File: src/rtl/jump_pkg.sv
// Shared definitions for the jump game: state width and state codes.
// Man_squeeze, the renderer and the game sequencer all use this package.
package jump_pkg;

    localparam int unsigned STATE_W = 3;

    // Code 2 is unused. It must decode as illegal and return to S_INIT.
    typedef enum logic [STATE_W-1:0] {
        S_INIT   = 3'd0,
        S_WAIT   = 3'd1,
        S_PRESS  = 3'd3,
        S_JUMP   = 3'd4,
        S_CHECK  = 3'd5,
        S_SCROLL = 3'd6,
        S_OVER   = 3'd7
    } state_e;

endpackage

File: src/rtl/tick_counter.sv
// Enabled up-counter with synchronous clear and a terminal-count flag at MAX.
// With SAT set, the counter holds at MAX; otherwise it wraps at its width.
module tick_counter #(
    parameter int unsigned W   = 8,
    parameter int unsigned MAX = 255,
    parameter bit          SAT = 1'b0
) (
    input  logic         clk,
    input  logic         rst,
    input  logic         clr,
    input  logic         en,
    output logic [W-1:0] count,
    output logic         tc_c
);

    logic [W-1:0] cnt_q;
    logic [W-1:0] cnt_d;

    assign tc_c  = (cnt_q == W'(MAX));
    assign count = cnt_q;

    always_comb begin
        cnt_d = cnt_q;
        if (clr) begin
            cnt_d = '0;
        end else if (en && !(SAT && tc_c)) begin
            cnt_d = cnt_q + W'(1);
        end
    end

    always_ff @(posedge clk) begin
        if (rst) begin
            cnt_q <= '0;
        end else begin
            cnt_q <= cnt_d;
        end
    end

endmodule

File: src/rtl/jump_game_ctrl.sv
// Jump game sequencer: turns button hold time into jump power, times the jump and scroll
// animations on frame ticks, requests a landing check, and keeps the score.
module jump_game_ctrl
    import jump_pkg::*;
#(
    parameter int unsigned POWER_W       = 8,
    parameter int unsigned MAX_POWER     = 200,
    parameter int unsigned JF_W          = 5,
    parameter int unsigned JUMP_FRAMES   = 32,
    parameter int unsigned SCROLL_FRAMES = 16,
    parameter int unsigned SCORE_W       = 10
) (
    input  logic               clk_machine,
    input  logic               rst_machine,
    input  logic               tick,
    input  logic               btn,
    input  logic               land_valid,
    input  logic               land_hit,
    output logic [2:0]         o_state,
    output logic [POWER_W-1:0] o_power,
    output logic [JF_W-1:0]    o_jump_frame,
    output logic               o_check_req,
    output logic [SCORE_W-1:0] o_score,
    output logic               o_game_over
);

    localparam int unsigned SC_W = (SCROLL_FRAMES > 1) ? $clog2(SCROLL_FRAMES) : 1;

    state_e             state_q, state_d;
    logic               btn_prev_q, btn_prev_d;
    logic               check_req_q, check_req_d;
    logic               game_over_q, game_over_d;
    logic [SCORE_W-1:0] score_q, score_d;

    logic               press_c, release_c;
    logic               pwr_clr, pwr_en, pwr_tc_c;
    logic               jf_clr, jf_en, jf_tc_c;
    logic               sc_clr, sc_en, sc_tc_c;
    logic [SC_W-1:0]    scroll_cnt;

    assign press_c   = btn & ~btn_prev_q;
    assign release_c = ~btn & btn_prev_q;

    // State register and registered outputs; btn_prev resets high to mask a held button.
    always_ff @(posedge clk_machine) begin
        if (rst_machine) begin
            state_q     <= S_INIT;
            btn_prev_q  <= 1'b1;
            check_req_q <= 1'b0;
            game_over_q <= 1'b0;
            score_q     <= '0;
        end else begin
            state_q     <= state_d;
            btn_prev_q  <= btn_prev_d;
            check_req_q <= check_req_d;
            game_over_q <= game_over_d;
            score_q     <= score_d;
        end
    end

    // Next-state logic.
    always_comb begin
        state_d = state_q;
        case (state_q)
            S_INIT:   if (press_c)   state_d = S_WAIT;
            S_WAIT:   if (press_c)   state_d = S_PRESS;
            S_PRESS:  if (release_c) state_d = S_JUMP;
            S_JUMP:   if (tick && jf_tc_c) state_d = S_CHECK;
            S_CHECK:  if (land_valid) state_d = land_hit ? S_SCROLL : S_OVER;
            S_SCROLL: if (tick && sc_tc_c) state_d = S_WAIT;
            S_OVER:   if (press_c)   state_d = S_INIT;
            default:  state_d = S_INIT;
        endcase
    end

    // Counter controls and next values of the registered outputs.
    always_comb begin
        btn_prev_d  = btn;
        pwr_clr     = (state_d == S_WAIT);
        pwr_en      = (state_q == S_PRESS) && tick && !release_c && !pwr_tc_c;
        jf_clr      = (state_d == S_WAIT);
        jf_en       = (state_q == S_JUMP) && tick;
        sc_clr      = (state_q != S_SCROLL);
        sc_en       = (state_q == S_SCROLL) && tick;
        check_req_d = (state_q == S_JUMP) && (state_d == S_CHECK);
        game_over_d = (state_d == S_OVER);
        score_d     = score_q;
        if (state_d == S_INIT) begin
            score_d = '0;
        end else if ((state_q == S_CHECK) && land_valid && land_hit
                     && (score_q != {SCORE_W{1'b1}})) begin
            score_d = score_q + SCORE_W'(1);
        end
    end

    tick_counter #(.W(POWER_W), .MAX(MAX_POWER), .SAT(1'b0)) u_power (
        .clk   (clk_machine),
        .rst   (rst_machine),
        .clr   (pwr_clr),
        .en    (pwr_en),
        .count (o_power),
        .tc_c  (pwr_tc_c)
    );

    // Frame index holds at its last value on the tick that ends the jump.
    tick_counter #(.W(JF_W), .MAX(JUMP_FRAMES - 1), .SAT(1'b1)) u_jump_frame (
        .clk   (clk_machine),
        .rst   (rst_machine),
        .clr   (jf_clr),
        .en    (jf_en),
        .count (o_jump_frame),
        .tc_c  (jf_tc_c)
    );

    tick_counter #(.W(SC_W), .MAX(SCROLL_FRAMES - 1), .SAT(1'b0)) u_scroll (
        .clk   (clk_machine),
        .rst   (rst_machine),
        .clr   (sc_clr),
        .en    (sc_en),
        .count (scroll_cnt),
        .tc_c  (sc_tc_c)
    );

    assign o_state     = state_q;
    assign o_check_req = check_req_q;
    assign o_score     = score_q;
    assign o_game_over = game_over_q;

endmodule

File: config.mk
export PLATFORM = sky130hd
export DESIGN_NAME = jump_game_ctrl
export DESIGN_NICKNAME = d
export VERILOG_FILES = /design/src/rtl/jump_pkg.sv /design/src/rtl/tick_counter.sv /design/src/rtl/jump_game_ctrl.sv
export SDC_FILE = /design/constraint.sdc
export NUM_CORES = 1
export LEC_CHECK = 0
export BUFFER_PORTS_ARGS = -buffer_cell sky130_fd_sc_hd__buf_2
export CAP_MARGIN = 5
export CORE_MARGIN = 4
export CORE_UTILIZATION = 50
export DETAILED_ROUTE_END_ITERATION = 7
export PLACE_DENSITY = 0.75
export RECOVER_POWER = 50
export SYNTH_ARGS = -nofsm -noshare
export SYNTH_HDL_FRONTEND = slang
export SYNTH_SLANG_ARGS = --single-unit
File: constraint.sdc
create_clock -name clk_machine -period 1.9 [get_ports clk_machine]
set_input_delay 0.095 -clock clk_machine [delete_from_list [all_inputs] [get_ports clk_machine]]
set_output_delay 0.095 -clock clk_machine [all_outputs]
set_load 0.02 [all_outputs]
==> results of run 1 <==
-- cell usage in the layout (no fill, tap or decap), types with 2 or more instances in the layout --
cell type and n:
buf_4 17, and2_1 3, nor2_2 5, buf_6 3
and4_1 3, or3_1 2, a211oi_1 2, nand4b_1 2
ha_1 4, xor2_1 16, dfxtp_4 2, dfxtp_1 30
nand4_1 8, clkbuf_8 5, o21ai_0 2, mux2i_1 4
inv_1 3, buf_12 3, nor2b_1 6, and3_1 6
nor2_1 18, xnor2_1 4, nor4b_1 2, a21oi_1 2
clkinv_2 2, nand4b_4 2, a211oi_2 11, nand3_1 10
nand2_1 17, nand2b_1 3, buf_2 15, clkbuf_1 19
a21oi_2 2, ha_4 2
-- metal layers --
layer / part of all wire / vias to the layer above / wire length, µm / global-route usage
li1: - / 829 / - / -
met1: 0.46 / 765 / 1910 / 0.219
met2: 0.49 / 26 / 2070 / 0.301
met3: 0.039 / 4 / 165 / 0.0374
met4: 0.011 / 0 / 44 / 0.0702
met5: 0 / - / 0 / 0
-- stage by stage --
stage / total power [mW] / cell area [µm²] / hold WS [ps] / std cells
final: 1.49 / 2400 / 156 / 304
after global routing: 1.55 / 2400 / 167 / 304
after CTS: 1.48 / 2360 / 138 / 303
after detailed placement: 0.974 / 2280 / 441 / 295
after global placement: 0.970 / 2280 / 432 / 295
after floorplan: 0.894 / 1980 / 349 / 206
-- worst reg2reg max path, delay by kind of cell, from the launching register on --
family                   cells  cell delay, ps
adder cells (fa/ha/maj)      2             310
buffers and inverters        2             300
AO/OA/AOI/OAI                3             380
flip-flops                   1             350
AND/OR/NAND/NOR              3             450
-- state kept, by name, summed over array words and instances (netlist names) --
signal / flops
u_scroll.count: 4
o_state: 3
btn_prev_q: 1
u_jump_frame.count: 5
o_game_over: 1
u_power.count: 8
o_check_req: 1
o_score: 10
-- final cells by class --
cell class | count | area (µm²) | area share
Clock inverter | 2 | 10.0 | 0.00417
Timing Repair Buffer | 56 | 364 | 0.152
Inverter | 3 | 11.3 | 0.00469
Tap cell | 48 | 60.1 | 0.0250
Multi-Input combinational cell | 156 | 1210 | 0.505
Clock buffer | 6 | 72.6 | 0.0302
Sequential cell | 33 | 669 | 0.279
-- worst max path at each step --
stage	to	cells after the start	from	slack, ps
final	o_score[4]	10	u_jump_frame.count[0]	10
after global routing	o_score[4]	10	u_jump_frame.count[0]	-60
after CTS	u_jump_frame.count[0]	9	u_jump_frame.count[1]	3
after detailed placement	u_power.count[0]	9	u_jump_frame.count[1]	-70
after global placement	u_power.count[0]	9	u_jump_frame.count[1]	1
after floorplan	u_jump_frame.count[0]	10	u_jump_frame.count[1]	1
-- report_power, final --
part	total [mW]	internal, mW	switching [mW]
clock network	0.506	0.254	0.253
logic	0.269	0.127	0.142
registers	0.711	0.696	0.0150
-- what timing repair did --
action	4_1_cts	5_1_grt
setup endpoints to repair	11	23
cloned	0	0
pin swaps	0	8
buffers inserted	0	1
resized for setup	1	14
-- kinds of logic (layout without fill, tap and decap cells) --
group                      count (synthesis)  count (layout)
AOI/OAI and AO/OA                         30              30
xor gates and xnor gates                  20              20
adders and majority gates                  6               6
buffers and inverters                     17              67
DFF                                       33              33
muxes                                      4               4
and+or+nand+nor                           96              96
==> results.md, run 1 <==
- Remaining antenna violation count after routing: 0
- Status: complete, no violations
- Drt drc: 0
- Ys async rst share: 0
- RSZ-0062 raised after global routing: yes
- Worst path max stage delay: 350 ps
- Buffers plus inverters on the worst setup path: 2
- Post-synth top area share: 0.343
- # diodes: 0
- Synth Warn #: 0
- Fin util: 0.651
- Setup slack, reg-to-reg: 10 ps
- Die area: 4910 µm²
- Min Tclk post-route: 1890 ps
- Post-Synth XOR/XNOR Area: 0.0910
- Setup crit end kind: flip-flop
- Startpoint class of the critical path: flip-flop
- Final setup vio count: 0
- R2r startpoint: u_jump_frame.count[0]
- Top cells by area, synth: dfxtp_1, xor2_1, a211oi_2
- Crit-path max FO: 5
- Rows: 22
- Layout area overhead: 24.6%
- H-Tree Depth: 2
- Layout cell share with drive strength beyond 1: 0.316
- Synth Area in Simple Gates: 0.285
- Pleak: 0.882 nW
- First-pass GRT wire length: 7110 µm
- Setup TNS: 0 ps
- DR WL/cell: 13.8 µm
- Worst-path clk slew: 70 ps
- Sequential share of the synthesized area: 0.343
- DIE HEIGHT: 70.1 µm
- Dominant synthesized flop cell: dfxtp_1
- CTS root buffer: clkbuf_8
- Synthesized instance count: 206
- DPL Wire Length: 3060 µm
- Clock sink count: 33
- Width of the die: 70.1 µm
- Max Cap Viol: 0
- Port Buffer Count: 33
- WP data arrival: 2060 ps
- Main combinational cell family by area after synthesis: simple AND/OR/NAND/NOR gates
- Worst slew margin: 0.695
- Final hold vios: 0
- CP required: 2070 ps
- Max Fclk: 0.530 GHz
- CP delay by family, top: simple AND/OR/NAND/NOR gates
- Pin count of the biggest net entering global routing: 18
- Initial antenna violation count: 0
- R2r worst-path depth: 10
- Syn Nets: 218
- Hold wc startpoint: btn
- Post-Synth Adder-Cell Area: 0.0390
- Cell Chain, Critical Path: ha_4 -> and3_4 -> ha_4 -> nand4b_1 -> a21oi_2 -> nand4b_4 -> buf_6 -> o31ai_4 -> buf_6 -> a211oi_1
- Post-synthesis mux area share: 0.0208
- GP Congestion: 0.774
- Reg2reg end: o_score[4]
- Yosys cell types: 47
- Final Slew Violations: 0
- Synth Cell Area: 1930 µm²
- Final setup margin: 14.4 ps
- Total CTS buffers: 5
- Grt ovf: 0
- Skew final: 9.42 ps
- Syn Area/Cell: 9.35 µm²
- HP Class: input pin to flip-flop
- CTS Buffer Depth: 2
- Cell with the most instances after synthesis: dfxtp_1
- All-Layer GR Usage: 0.178
- Fillers: 336
- Final WL: 4190 µm
- Hold Crit Endpoint: btn_prev_q
- Critical Path Slowest Stage Cell: dfxtp_4
- Vias/cell: 5.34
- Hold depth: 2
- DRT Pass-1 Iters: 4
- Vias in the first global route: 1568
- Post-place setup slack: -70.8 ps
- CP Class: flip-flop to flip-flop
- Max IR drop VDD: 0.405 mV
- Initial core utilization: 0.522
- Post-synthesis cell type with the largest combined area: dfxtp_1
- Slew @ Worst Pin: 457 ps
- Initial DRC Count: 44
- PwrDens: 619 nW/µm²
- Final Cycle Share: 0.992
- Vias: 1624
- Worst skew pair latency: 280 ps
- Yosys reg bits: 33
- Io pins: 34
- Synth Area in Compound Gates: 0.151
- Number of flops mapped to enable cells by yosys: 0
- Final #Nets: 267
- CTS tree: done
- Core area: 3690 µm²
- # hold bufs at CTS: 0
- Top cells by count, synth: dfxtp_1, nor2_1, nand2_1, xor2_1
Note: power is estimated with default switching activity, not from simulation.
==> run 2: changes to the inputs <==
--- a/config.mk
+++ b/config.mk
@@ -5,12 +5,12 @@
 export SDC_FILE = /design/constraint.sdc
 export NUM_CORES = 1
 export LEC_CHECK = 0
-export BUFFER_PORTS_ARGS = -buffer_cell sky130_fd_sc_hd__buf_2
 export CAP_MARGIN = 5
 export CORE_MARGIN = 4
-export CORE_UTILIZATION = 50
+export CORE_UTILIZATION = 56
 export DETAILED_ROUTE_END_ITERATION = 7
-export PLACE_DENSITY = 0.75
+export DONT_BUFFER_PORTS = 1
+export PLACE_DENSITY = 0.74
 export RECOVER_POWER = 50
 export SYNTH_ARGS = -nofsm -noshare
 export SYNTH_HDL_FRONTEND = slang
==> results.md, run 2 (same netlist as run 1, synthesis figures left out) <==
- Pleak: 0.794 nW
- DPL Wire Length: 3260 µm
- Startpoint class of the critical path: flip-flop
- Final Non-Filler Cells: 288
- Initial DRC Count: 102
- Final setup margin: 29.8 ps
- Total CTS buffers: 5
- DIE HEIGHT: 66.6 µm
- Fin area: 2270 µm²
- Setup slack, reg-to-reg: 30 ps
- Hold wc startpoint: rst_machine
- Most frequent cells in the layout: dfxtp_1, nor2_1, clkbuf_1
- H-Tree Depth: 2
- Port Buffer Count: 0
- Vias in the first global route: 1627
- Grt ovf: 0
- Final Slew Violations: 0
- PwrDens: 634 nW/µm²
- CTS Buffer Depth: 2
- Hold Crit Endpoint: u_power.count[0]
- Remaining antenna violation count after routing: 0
- Hold depth: 1
- Pin count of the biggest net entering global routing: 18
- Die area: 4440 µm²
- Max IR drop VDD: 0.421 mV
- Worst slew margin: 0.718
- Final hold vios: 15
- Final #Nets: 253
- Io pins: 34
- Initial antenna violation count: 0
- CTS root buffer: clkbuf_4
- # diodes: 0
- Layout cell share with drive strength beyond 1: 0.240
- Clock sink count: 33
- Critical path's most frequent cell: ha_4
- Final WL: 4390 µm
- Initial core utilization: 0.577
- WP data arrival: 2120 ps
- Fin util: 0.681
- Final setup vio count: 0
- CP required: 2150 ps
- Width of the die: 66.6 µm
- R2r worst-path depth: 9
- Setup TNS: 0 ps
- Cell Area, Placed: 2190 µm²
- RSZ-0062 raised after global routing: yes
- DRT Pass-1 Iters: 5
- # hold bufs at CTS: 2
- Worst skew pair latency: 350 ps
- R2r startpoint: u_jump_frame.count[0]
- Post-place setup slack: -168 ps
- Worst path max stage delay: 360 ps
- Core area: 3340 µm²
- Vias: 1690
- Worst-path clk slew: 110 ps
- Reg2reg end: u_jump_frame.count[0]
- CTS tree: done
- Setup crit end kind: flip-flop
- Failing checks: hold timing
- Drt drc: 0
- Max Cap Viol: 0
- Status: finished, violations left
- DR WL/cell: 15.2 µm
- Vias/cell: 5.87
- Dpl cells: 276
- Skew final: 19.9 ps
- CP Class: flip-flop to flip-flop
- Slew @ Worst Pin: 423 ps
- Cell Chain, Critical Path: ha_4 -> and3_4 -> ha_4 -> nand4b_1 -> a21oi_1 -> nand4b_4 -> or2_4 -> buf_6 -> a211oi_2
- Most common cell after layout, fill and taps aside: dfxtp_1
- GP Congestion: 0.811
- Final Cycle Share: 0.984
- Critical Path Slowest Stage Cell: dfxtp_4
- Rows: 21
- All-Layer GR Usage: 0.214
- First-pass GRT wire length: 7200 µm
- Layout area overhead: 18.1%
- Min Hold Slack: -205 ps
- Max reg flops: 10
- HP Class: input pin to flip-flop
- Crit-path max FO: 7
- Min Tclk post-route: 1870 ps
- Max Fclk: 0.535 GHz
-- run 2: metal layers --
metal / vias to the layer above / track usage / share of wire
met3: 15 / 0.0607 / 0.066
met4: 0 / 0.114 / 0.032
li1: 811 / - / -
met5: - / 0 / 0
met2: 59 / 0.375 / 0.51
met1: 805 / 0.230 / 0.39
-- run 2: repair_timing --
item,4_1_cts,5_1_grt
gates cloned,0,0
pin swaps,1,8
buffers inserted,0,2
endpoints found under the hold margin,19,15
endpoints found under the setup margin,13,23
gates resized for setup,4,6
-- run 2: worst max-delay path, delay by kind of cell, from the launching register on --
kind / cells / cell delay, ps
adder cells (fa/ha/maj): 2 / 300
AO/OA/AOI/OAI: 2 / 270
buffers and inverters: 1 / 150
AND/OR/NAND/NOR: 4 / 700
flip-flops: 1 / 360
-- run 2: final cells by class --
cell class / count / area [µm²]
Multi-Input combinational cell: 156 / 1190
Fill cell: 282 / 1060
Sequential cell: 33 / 672
Timing Repair Buffer: 42 / 260
Clock buffer: 8 / 80.1
Tap cell: 46 / 57.6
Inverter: 3 / 11.3
-- run 2: where the power goes --
part           total [mW]  switching, mW  internal [mW]
Clock               0.506          0.245          0.261
Combinational       0.221          0.119          0.102
Sequential          0.714         0.0168          0.697
-- run 2: how the worst max path moves through the flow --
stage / cells past startpoint / startpoint / to
finish: 9 / u_jump_frame.count[0] / u_jump_frame.count[0]
global route: 9 / u_jump_frame.count[0] / u_jump_frame.count[0]
CTS: 9 / u_jump_frame.count[1] / u_jump_frame.count[0]
detailed placement: 6 / o_state[1] / u_jump_frame.count[1]
global placement: 6 / o_state[1] / u_jump_frame.count[4]
floorplan: 10 / u_jump_frame.count[1] / u_jump_frame.count[0]
-- run 2: per-stage QoR --
step	power (mW)	hold WS, ps
after floorplan	0.894	349
after global placement	0.909	153
after detailed placement	0.915	156
after CTS	1.43	-212
after global routing	1.49	-225
final	1.44	-205
